==> src/rtl/uart_byte_rx_pkg.sv <==
// Shared UART definitions: FSM state encodings, default timing constants
// and the receiver output payload. Also used by the matching transmitter.
package uart_byte_rx_pkg;

  localparam int unsigned UART_TIMING_BITS     = 24;
  localparam int unsigned UART_CLOCKS_PER_BAUD = 10000;  // 9600 baud @ 96 MHz

  localparam int unsigned ST_W = 3;
  localparam logic [ST_W-1:0] ST_IDLE      = 3'd0;
  localparam logic [ST_W-1:0] ST_START     = 3'd1;
  localparam logic [ST_W-1:0] ST_DATA      = 3'd2;
  localparam logic [ST_W-1:0] ST_STOP      = 3'd3;
  localparam logic [ST_W-1:0] ST_WAIT_IDLE = 3'd4;

  localparam int unsigned BYTE_W = 8;
  localparam int unsigned IDX_W  = 3;

  // Registered receiver outputs, kept together so they update as one.
  typedef struct packed {
    logic              wr;
    logic [BYTE_W-1:0] data;
    logic              frame_err;
    logic              brk;
  } rx_out_t;

  // First countdown after the start edge lands in the middle of the start bit.
  function automatic int unsigned half_baud_reload(input int unsigned cpb);
    return (cpb / 2) - 1;
  endfunction

endpackage

==> src/rtl/uart_byte_rx_if.sv <==
// Receiver-side bus: serial line in, byte/strobe/status out.
interface uart_byte_rx_if;

  logic       i_uart_rx;
  logic       o_wr;
  logic [7:0] o_data;
  logic       o_frame_err;
  logic       o_break;

  // master: the receiver itself
  modport master (
    input  i_uart_rx,
    output o_wr,
    output o_data,
    output o_frame_err,
    output o_break
  );

  // slave: whoever drives the line and consumes the bytes
  modport slave (
    output i_uart_rx,
    input  o_wr,
    input  o_data,
    input  o_frame_err,
    input  o_break
  );

endinterface

==> src/rtl/uart_byte_rx_sync_2ff.sv <==
// Two-flop synchronizer for a single asynchronous bit; reset value chosen
// by the instantiator so an idle-high line does not fake an edge.
module sync_2ff #(
  parameter logic RESET_VAL = 1'b1
) (
  input  logic clk,
  input  logic rst,
  input  logic d,
  output logic q
);

  logic meta_q;
  logic sync_q;

  // Two-stage capture with synchronous active-high reset.
  always_ff @(posedge clk) begin
    if (rst) begin
      meta_q <= RESET_VAL;
      sync_q <= RESET_VAL;
    end else begin
      meta_q <= d;
      sync_q <= meta_q;
    end
  end

  assign q = sync_q;

endmodule

==> src/rtl/uart_byte_rx.sv <==
// 8N1 UART byte receiver. Samples each bit at its centre using a down
// counter, reports good bytes, framing errors and line breaks.
module uart_byte_rx
  import uart_byte_rx_pkg::*;
#(
  parameter int unsigned TIMING_BITS     = UART_TIMING_BITS,
  parameter int unsigned CLOCKS_PER_BAUD = UART_CLOCKS_PER_BAUD
) (
  input  logic           i_clk,
  input  logic           i_reset,
  uart_byte_rx_if.master bus
);

  localparam logic [TIMING_BITS-1:0] HALF_RELOAD =
    TIMING_BITS'(half_baud_reload(CLOCKS_PER_BAUD));
  localparam logic [TIMING_BITS-1:0] BAUD_RELOAD =
    TIMING_BITS'(CLOCKS_PER_BAUD - 1);
  localparam logic [IDX_W-1:0] LAST_IDX = IDX_W'(BYTE_W - 1);

  logic                   rx_s;
  logic [ST_W-1:0]        state_q, state_d;
  logic [TIMING_BITS-1:0] cnt_q, cnt_d;
  logic [IDX_W-1:0]       idx_q, idx_d;
  logic [BYTE_W-1:0]      sh_q, sh_d;
  rx_out_t                out_q, out_d;
  logic                   sample_c;

  sync_2ff #(
    .RESET_VAL (1'b1)
  ) u_sync (
    .clk (i_clk),
    .rst (i_reset),
    .d   (bus.i_uart_rx),
    .q   (rx_s)
  );

  assign sample_c = (cnt_q == '0);

  // State, timing and output registers.
  always_ff @(posedge i_clk) begin
    if (i_reset) begin
      state_q <= ST_IDLE;
      cnt_q   <= '0;
      idx_q   <= '0;
      sh_q    <= '0;
      out_q   <= '0;
    end else begin
      state_q <= state_d;
      cnt_q   <= cnt_d;
      idx_q   <= idx_d;
      sh_q    <= sh_d;
      out_q   <= out_d;
    end
  end

  // Next-state and next-output logic; strobes default low every clock.
  always_comb begin
    state_d         = state_q;
    cnt_d           = cnt_q;
    idx_d           = idx_q;
    sh_d            = sh_q;
    out_d           = out_q;
    out_d.wr        = 1'b0;
    out_d.frame_err = 1'b0;

    case (state_q)
      ST_IDLE: begin
        if (!rx_s) begin
          cnt_d   = HALF_RELOAD;
          state_d = ST_START;
        end
      end

      ST_START: begin
        if (sample_c) begin
          cnt_d = BAUD_RELOAD;
          if (rx_s) begin
            state_d = ST_IDLE;
          end else begin
            idx_d   = '0;
            state_d = ST_DATA;
          end
        end else begin
          cnt_d = cnt_q - TIMING_BITS'(1);
        end
      end

      ST_DATA: begin
        if (sample_c) begin
          cnt_d = BAUD_RELOAD;
          sh_d  = {rx_s, sh_q[BYTE_W-1:1]};
          idx_d = IDX_W'(idx_q + IDX_W'(1));
          if (idx_q == LAST_IDX) begin
            state_d = ST_STOP;
          end
        end else begin
          cnt_d = cnt_q - TIMING_BITS'(1);
        end
      end

      ST_STOP: begin
        if (sample_c) begin
          cnt_d = BAUD_RELOAD;
          if (rx_s) begin
            out_d.wr   = 1'b1;
            out_d.data = sh_q;
            state_d    = ST_IDLE;
          end else begin
            // All-zero data with a low stop bit means the line is held low.
            out_d.frame_err = 1'b1;
            out_d.brk       = (sh_q == '0);
            state_d         = ST_WAIT_IDLE;
          end
        end else begin
          cnt_d = cnt_q - TIMING_BITS'(1);
        end
      end

      ST_WAIT_IDLE: begin
        if (rx_s) begin
          out_d.brk = 1'b0;
          state_d   = ST_IDLE;
        end
      end

      default: begin
        state_d = ST_IDLE;
      end
    endcase
  end

  assign bus.o_wr        = out_q.wr;
  assign bus.o_data      = out_q.data;
  assign bus.o_frame_err = out_q.frame_err;
  assign bus.o_break     = out_q.brk;

endmodule

==> src/flat_wrapper.sv <==
// flat-port wrapper written by rule: the top's interface ports become plain ports
module uart_byte_rx_flat import uart_byte_rx_pkg::*;
#(
  parameter int unsigned TIMING_BITS     = UART_TIMING_BITS,
  parameter int unsigned CLOCKS_PER_BAUD = UART_CLOCKS_PER_BAUD
)
  (i_clk, i_reset, bus_i_uart_rx, bus_o_wr, bus_o_data, bus_o_frame_err, bus_o_break);
  uart_byte_rx_if bus_i ();
  input  logic i_clk;
  input  logic i_reset;
  input wire logic [$bits(bus_i.i_uart_rx)-1:0] bus_i_uart_rx;
  output wire logic [$bits(bus_i.o_wr)-1:0] bus_o_wr;
  output wire logic [$bits(bus_i.o_data)-1:0] bus_o_data;
  output wire logic [$bits(bus_i.o_frame_err)-1:0] bus_o_frame_err;
  output wire logic [$bits(bus_i.o_break)-1:0] bus_o_break;
  assign bus_i.i_uart_rx = bus_i_uart_rx;
  assign bus_o_wr = bus_i.o_wr;
  assign bus_o_data = bus_i.o_data;
  assign bus_o_frame_err = bus_i.o_frame_err;
  assign bus_o_break = bus_i.o_break;
  uart_byte_rx #(.TIMING_BITS(TIMING_BITS), .CLOCKS_PER_BAUD(CLOCKS_PER_BAUD)) u_core (.i_clk(i_clk), .i_reset(i_reset), .bus(bus_i));
endmodule
==> config.mk <==
export PLATFORM = sky130hd
export DESIGN_NAME = uart_byte_rx_flat
export DESIGN_NICKNAME = d
export VERILOG_FILES = /design/src/rtl/uart_byte_rx_pkg.sv /design/src/rtl/uart_byte_rx_if.sv /design/src/rtl/uart_byte_rx_sync_2ff.sv /design/src/rtl/uart_byte_rx.sv /design/src/flat_wrapper.sv
export SDC_FILE = /design/constraint.sdc
export NUM_CORES = 1
export LEC_CHECK = 0
export CORE_ASPECT_RATIO = 1.1
export CORE_MARGIN = 2
export CORE_UTILIZATION = 35
export DETAILED_ROUTE_END_ITERATION = 8
export DONT_BUFFER_PORTS = 1
export PLACE_DENSITY = 0.51
export SLEW_MARGIN = 20
export SYNTH_ARGS = -nofsm -noshare
export SYNTH_HDL_FRONTEND = slang
export SYNTH_SLANG_ARGS = --single-unit
==> constraint.sdc <==
create_clock -name i_clk -period 2.05 [get_ports i_clk]
set_input_delay 0.41 -clock i_clk [delete_from_list [all_inputs] [get_ports i_clk]]
set_output_delay 0.41 -clock i_clk [all_outputs]
set_load 0.01 [all_outputs]
Word level (Yosys, flattened, before mapping)
Cells that the tools add are included.
{"block": "word_totals", "ff_bits": 51, "output_inout_bits": 11, "elab_cells": 62}
{"block": "op_classes", "addsub": 2, "n_eq_ne": 13, "muxes": 21, "bitwise_logic": 2, "n_reduce_logical": 14}
{"cell": "2-to-1 mux 24 bit", "n": 2}
{"cell": "case mux 24 bit (2 select lines)", "n": 1}
{"cell": "2-to-1 mux 3 bit", "n": 10}
{"cell": "zero test 24 bit", "n": 1}
{"cell": "subtractor 24 x 1 -> 24 bit, second input constant", "n": 1}
{"cell": "case mux 3 bit (5 select lines)", "n": 1}
{"cell": "2-to-1 mux 9 bit", "n": 1}
{"cell": "zero test 8 bit", "n": 1}
{"cell": "inequality test 2 x 1 -> 1 bit, second input constant", "n": 4}
{"cell": "inequality test 2 bit, second input constant", "n": 4}
{"cell": "AND reduction 4 bit", "n": 2}
{"cell": "== test 3 x 2 -> 1 bit, second input constant", "n": 2}
{"cell": "== test 3 bit, second input constant", "n": 2}
{"cell": "case mux 3 bit (2 select lines)", "n": 1}
{"cell": "AND reduction 6 bit", "n": 1}
{"cell": "nonzero test 2 bit", "n": 3}
{"cell": "OR reduction 3 bit", "n": 2}
{"cell": "2-to-1 mux 2 bit", "n": 2}
{"cell": "AND reduction 2 bit", "n": 2}
{"cell": "adder 3 x 1 -> 3 bit, second input constant", "n": 1}
{"cell": "== test 3 x 1 -> 1 bit, second input constant", "n": 1}
{"cell": "zero test 3 bit", "n": 1}
{"cell": "AND reduction 3 bit", "n": 1}
{"cell": "2-to-1 mux 1 bit", "n": 2}
{"cell": "other kinds (2)", "n": 3}

Depth between registers and ports, before layout
Gate-level depths: netlist (run 1).
{"block": "logic_depth", "ltp_word": 4, "mapped_depth": 8}

Cells and area by module
Synthesis (run 1) repeated with hierarchy kept, for this count alone.
{"block": "hier_totals", "cells_unflattened": 291, "area_unflattened_um2": 2526.2}
{"mod": "uart_byte_rx", "instances": 1, "cells_per_inst": 287, "area_per_inst_um2": 2473.6}
{"mod": "sync_2ff", "instances": 1, "cells_per_inst": 4, "area_per_inst_um2": 52.6}

Worst setup path after synthesis (run 1)
OpenSTA, ideal clock, no wires.
{"block": "synth_path", "kind": "register -> register", "from": "reg u_core.cnt_q[0]", "to": "reg u_core.cnt_q[14]", "setup_time_ps": 124, "t_arrival_ps": 1718, "t_required_ps": 1926, "setup_slack_ps": 208, "path_stages_with_launch": 9, "period_less_slack_ps": 1842, "path_cell_list": "dfxtp_1 > inv_1 > ha_1 > or3b_2 > clkbuf_1 > nor4_2 > nand3_1 > xor2_1 > nor2_1"}
{"block": "synth_via", "elab_chain_cells": 3, "word_cells_on_any_way": 4, "cone_classes": "add/sub (1); mux (2); reduce/logical (1)"}
{"item": "start: declaration", "line": "uart_byte_rx.sv:22", "source": "logic [TIMING_BITS-1:0] cnt_q, cnt_d;"}
{"item": "start signal: assignment", "line": "uart_byte_rx.sv:49", "source": "cnt_q <= cnt_d;"}
{"item": "subtractor 24 x 1 -> 24 bit / zero test 24 bit (equally long branches)"}
{"item": "2-to-1 mux 24 bit *", "line": "uart_byte_rx.sv:75, uart_byte_rx.sv:89, uart_byte_rx.sv:102"}
{"item": "case mux 24 bit (2 select lines) *", "line": "uart_byte_rx.sv:66", "source": "case (state_q)"}
Mark *: on every way between the ends. The rest lies on a longest branch, timed or not.
A chain may end at the register's enable or synchronous reset.

Worst setup path in the final report (run 1)
{"block": "layout_path", "from": "reg u_core.cnt_q[6]", "to": "reg u_core.out_q, in the netlist u_core.bus.o_data[7]"}
{"block": "layout_via", "elab_chain_cells": 2}
{"item": "zero test 24 bit", "line": "uart_byte_rx.sv:37", "source": "assign sample_c = (cnt_q == '0);"}
{"item": "AND reduction 3 bit (no line)"}
{"item": "end signal: assignment", "line": "uart_byte_rx.sv:52", "source": "out_q <= out_d;"}
{"item": "end: declaration", "line": "uart_byte_rx.sv:25", "source": "rx_out_t out_q, out_d;"}
Every way passes these cells.

==> results.cfg, run 1 <==
[run_status]
outcome = finished, final reports clean

[grt]
grt_start_max_net_pins = 41
antenna_found_initial = 0
grt_overflow_total = 0
grt_pass1_vias = 2187
grt_pass1_wl_mm = 10.6
track_usage = 0.165

[yosys]
synth.area.mux_share = 0.0695
ys_seq_elements = 51
synth_common_cells = dfxtp_1 (51), nor2_1 (42), mux2i_1 (18), a21oi_1 (16), nor3_1 (14)
synth_top_flop_cell = dfxtp_1
ys_warn_count = 0
ys_types = 58
synth_top_family_by_area = simple AND/OR/NAND/NOR gates
netlist.area_leader.share = 0.394
syn_inst = 288
yosys-top-cells-area = dfxtp_1 (39%), mux2i_1 (7.0%), nor2_1 (6.1%)
synth_area_sq_um = 2590
synthXorXnorAreaFrac = 0.0237
syn_avg_cell_area_sq_um = 9.00
yosys.area_share.adder = 0.0193
syn_nets = 295
synthSimpleGateAreaFrac = 0.298
ys_seq_area_frac = 0.394
synthArstFlopShare = 0
synth_edf_count = 0
synth.most_common_cell = dfxtp_1
synth_compound_area_frac = 0.153
synth_top_cell_by_area = dfxtp_1

[drt]
wl_per_cell_um = 15.9
drtIter0Drc = 80
drc_errors = 0
dr_total_vias = 2187
vias_per_cell = 5.37
wl_mm = 6.46
drt_pass1_iterations = 4
drtAntennaViolNets = 0

[floorplanning]
die_w_um = 86.0
die_area_sq_um = 8110
coreArea_sq_um = 7090
initial_core_util = 0.366
die_h_um = 94.2
boundaryPins = 14
rows = 32

[placement]
place.gp.congestion = 0.773
io_buffer_count = 0
dpl.hpwl_mm = 4.60

[final_layout]
area_growth_pct = 18.7
nets = 328
multi_input_area_sq_um = 1500
diodes = 0
regArea_sq_um = 1020
fillers = 717
drive_above_1_share = 0.245
post-route-util = 0.434

[sta]
worstMarginPinSlew_ns = 0.440
rsz0062_at_grt = yes
finalSetupViolCount = 0
finalMaxSlewViolations = 0
skew_ns = 0.00658
max-slew-margin-rel = 0.706
maxClockFrequency_ghz = 0.519
min_period_ns = 1.93
fin_crit_sh = 0.941
hold_viol_final = 0
whs_ns = 0.162
setup_tns_ns = 0

[worst_hold_path]
hold_class = primary input to flop
hold_path_depth = 1
hold_path_end = u_core.bus.o_data[4]
min-delay-start = i_reset

[clock_network]
cts_inserted_buffers = 5
ctsHtreeMaxLevel = 2
tritoncts = done
worstSkewPairLatency_ns = 0.31
clk_pin_slew_worst_paths_ns = 0.10
ctsHoldBuffers = 0
clock_sinks = 51
max-clock-path-buffers = 2
clockRootBuffer = clkbuf_8

[critical_path]
required_ns = 2.26
cp-end-kind = flop
crit_fanout = 4
r2r_start = u_core.cnt_q[6]
start_kind = flop
worstPathArrival_ns = 2.14
regToRegSetupSlack_ns = 0.12
reg2reg_depth = 7
worstReg2RegEnd = u_core.bus.o_data[7]
crit_type = flop to flop

[flow_run]
max-cap-violations = 0

[power]
p_seq_frac = 0.380
p_int_mw = 1.84
p_leak_nw = 1.14
finalPower_mw = 2.93
power.switching_mw = 1.08
pwr-share-comb = 0.412
power_density_nw_per_um2 = 952
swShare = 0.370
clock_power_share = 0.208
ir_worst_vdd_uv = 513
[placed cells by master (no fill, tap or decap), drive strengths merged, types with 4 or more instances in the layout]
| master | instances |
|---|---|
| dfxtp | 51 |
| nor2 | 43 |
| buf | 42 |
| mux2i | 18 |
| a21oi | 16 |
| nor3 | 16 |
| o21ai | 16 |
| nand2 | 12 |
| nor4 | 11 |
| nand3 | 10 |
| inv | 9 |
| nand4 | 6 |
| xnor2 | 5 |
| clkbuf | 5 |
| or2 | 5 |
| and2 | 4 |
| ha | 4 |
| or4 | 4 |
[state kept, by name, summed over array words and instances (netlist names), 3 cells and up]
signal / flops
u_core.bus.o_data: 8
u_core.sh_q: 8
u_core.idx_q: 3
u_core.cnt_q: 24
u_core.state_q: 3
[final cells by class]
class                   instances  share of cell area
well taps                      85              0.0346
clock inverters                 3             0.00732
inverters                       7             0.00854
clock buffers                   5              0.0224
flip-flops and latches         51               0.333
multi-input cells             214               0.488
repair buffers                 42               0.107
[power groups by stage]
stage | clock [mW] | combinational [mW] | sequential [mW]
after CTS | 0.635 | 1.07 | 1.11
after floorplan | 0 | 0.700 | 1.14
final | 0.609 | 1.20 | 1.11
after global placement | 0 | 1.07 | 1.13
after global routing | 0.671 | 1.31 | 1.12
after detailed placement | 0 | 1.07 | 1.13
[routing by layer]
layer	vias up	routed length [um]	GRT usage
met1	1049	3060	0.206
met3	5	183	0.0308
met4	0	63	0.0529
met2	26	3150	0.286
li1	1107	-	-
met5	-	0	0
[cells by family after synthesis]
logic type,after synthesis
adders and majority gates,4
and+or+nand+nor,128
DFF,51
AOI/OAI and AO/OA,57
buffers and inverters,23
muxes,18
xor gates and xnor gates,7
[what timing repair did]
action,CTS,global route
endpoints found under the setup margin,0,28
resized for setup,0,21
buffers inserted,0,6
hold endpoints to repair,0,0
[how the worst max path moves through the flow]
stage	start	end	cells past startpoint
3_5_place_dp	u_core.cnt_q[1]	u_core.bus.o_data[6]	8
6_report	u_core.cnt_q[6]	u_core.bus.o_data[7]	7
2_1_floorplan	u_core.cnt_q[0]	u_core.cnt_q[14]	8
5_1_grt	u_core.cnt_q[1]	u_core.cnt_q[9]	9
3_3_place_gp	u_core.cnt_q[1]	u_core.bus.o_data[7]	8
4_1_cts	u_core.cnt_q[1]	u_core.bus.o_data[6]	8
[worst max-delay path: stages (launching register included)]
cell and delay (ns):
dfxtp_1 0.38, nor4_4 0.31, buf_4 0.17, nand3_1 0.16, nor4_4 0.32, buf_2 0.25, mux2i_1 0.20, nor2_1 0.05
[metrics by stage]
step,instances,instance area (sq um),setup slack (ns)
final,407,3080,0.122
after CTS,399,2970,0.0485
after floorplan,288,2590,0.208
after detailed placement,391,2880,0.0637
after global placement,391,2880,0.0865
after global routing,407,3080,-0.0165
(Power assumes the default switching activity.)
==> run 2: changes to the inputs <==
--- a/config.mk
+++ b/config.mk
@@ -7,11 +7,10 @@
 export LEC_CHECK = 0
 export CORE_ASPECT_RATIO = 1.1
 export CORE_MARGIN = 2
-export CORE_UTILIZATION = 35
+export CORE_UTILIZATION = 40
 export DETAILED_ROUTE_END_ITERATION = 8
 export DONT_BUFFER_PORTS = 1
-export PLACE_DENSITY = 0.51
-export SLEW_MARGIN = 20
+export PLACE_DENSITY = 0.56
 export SYNTH_ARGS = -nofsm -noshare
 export SYNTH_HDL_FRONTEND = slang
 export SYNTH_SLANG_ARGS = --single-unit
==> results.cfg, run 2 (synthesis gave the netlist of run 1 again) <==
[clock_network]
tritoncts = done
clockRootBuffer = clkbuf_8
clock_sinks = 51
cts_inserted_buffers = 5
worstSkewPairLatency_ns = 0.31
ctsHoldBuffers = 0
clk_pin_slew_worst_paths_ns = 0.10
max-clock-path-buffers = 2
ctsHtreeMaxLevel = 2

[worst_hold_path]
hold_class = primary input to flop
min-delay-start = i_reset
hold_path_end = u_core.bus.o_data[6]
hold_path_depth = 1

[power]
power_density_nw_per_um2 = 952
finalPower_mw = 2.95
p_leak_nw = 1.14
ir_worst_vdd_uv = 437

[final_layout]
diodes = 0
fillers = 625
post-route-util = 0.497
drive_above_1_share = 0.257
area_growth_pct = 19.6
top_register = u_core.cnt_q
final_cell_mix = dfxtp_1 (49), nor2_1 (41), buf_4 (38), mux2i_1 (18), a21oi_1 (15)
mostFrequentLayoutCell = dfxtp_1
largest_reg_flops = 24
regArea_sq_um = 1020
multi_input_area_sq_um = 1530
nets = 329
stdcell_count = 403

[placement]
dpl.hpwl_mm = 4.44
dp.cells = 385
io_buffer_count = 0
place.gp.congestion = 0.839

[sta]
worstMarginPinSlew_ns = 0.507
hold_viol_final = 0
maxClockFrequency_ghz = 0.495
skew_ns = 0.00648
rsz0062_at_grt = yes
min_period_ns = 2.02
finalMaxSlewViolations = 0
setup_tns_ns = 0
fin_crit_sh = 0.986
finalSetupViolCount = 0
max-slew-margin-rel = 0.659

[floorplanning]
die_h_um = 88.4
boundaryPins = 14
die_area_sq_um = 7140
rows = 30
die_w_um = 80.7
initial_core_util = 0.416
coreArea_sq_um = 6230

[drt]
vias_per_cell = 5.65
dr_total_vias = 2275
drc_errors = 0
met1Wirelength_mm = 2.97
wl_per_cell_um = 16.0
drtIter0Drc = 172
routed.top_layer = met4
wl_met3_um = 360
drtAntennaViolNets = 0
wl_met2_mm = 3.02
drt_pass1_iterations = 4
wl_mm = 6.44

[grt]
grt_overflow_total = 0
grt_pass1_wl_mm = 10.3
track_usage = 0.186
grt_start_max_net_pins = 41
grt_pass1_vias = 2053
antenna_found_initial = 0

[critical_path]
cp-end-kind = flop
r2r_start = u_core.cnt_q[1]
crit_fanout = 8
worstPathArrival_ns = 2.25
regToRegSetupSlack_ns = 0.03
crit_type = flop to flop
worstReg2RegEnd = u_core.cnt_q[9]
required_ns = 2.28
reg2reg_depth = 8
start_kind = flop

[run_status]
outcome = finished, final reports clean

[flow_run]
max-cap-violations = 0
## run 2: worst max path at each step
stage / start / end / slack [ns] / cells past startpoint
CTS: u_core.cnt_q[1] / u_core.cnt_q[9] / 0.008 / 7
detailed placement: u_core.cnt_q[1] / u_core.state_q[2] / 0.02 / 7
floorplan: u_core.cnt_q[0] / u_core.cnt_q[14] / 0.21 / 8
global route: u_core.cnt_q[1] / u_core.cnt_q[9] / -0.05 / 8
finish: u_core.cnt_q[1] / u_core.cnt_q[9] / 0.03 / 8
global placement: u_core.cnt_q[1] / u_core.state_q[2] / 0.08 / 7
## run 2: report_power, final
part           leakage [nW]  switching (mW)  internal (mW)
registers             0.414          0.0617           1.05
logic                 0.679           0.682          0.532
clock network        0.0495           0.371          0.254
total                  1.14            1.11           1.84
## run 2: final cells by class
cell class | count | area share
Inverter | 7 | 0.00848
Multi-Input combinational cell | 215 | 0.495
Clock inverter | 3 | 0.00848
Timing Repair Buffer | 42 | 0.103
Sequential cell | 51 | 0.330
Tap cell | 80 | 0.0323
Clock buffer | 5 | 0.0222
## run 2: stage by stage
| stage | cell area (sq um) | hold slack, ns | setup WS, ns |
|---|---|---|---|
| global placement | 2860 | 0.394 | 0.0799 |
| detailed placement | 2860 | 0.396 | 0.0204 |
| CTS | 2960 | 0.141 | 0.00785 |
| global route | 3100 | 0.143 | -0.0474 |
| floorplan | 2590 | 0.389 | 0.208 |
| finish | 3100 | 0.156 | 0.0284 |
## run 2: worst max-delay path, cell delays in order (launching register included)
cell and delay (ns):
dfxtp_2 0.34, inv_2 0.06, ha_1 0.14, nor4b_4 0.28, buf_4 0.18, nand4_4 0.18
o21a_4 0.32, and3_1 0.18, nor4_2 0.26
## run 2: timing repair
action,in CTS,in global routing
setup endpoints to repair,1,32
resized for setup,1,20
cloned,0,3
buffers inserted,0,7
pin swaps,0,11
## run 2: per-layer routing
metal,up-vias,global-route usage
li1,1125,-
met1,1079,0.251
met2,61,0.300
met3,10,0.0398
met4,0,0.0570
met5,-,0
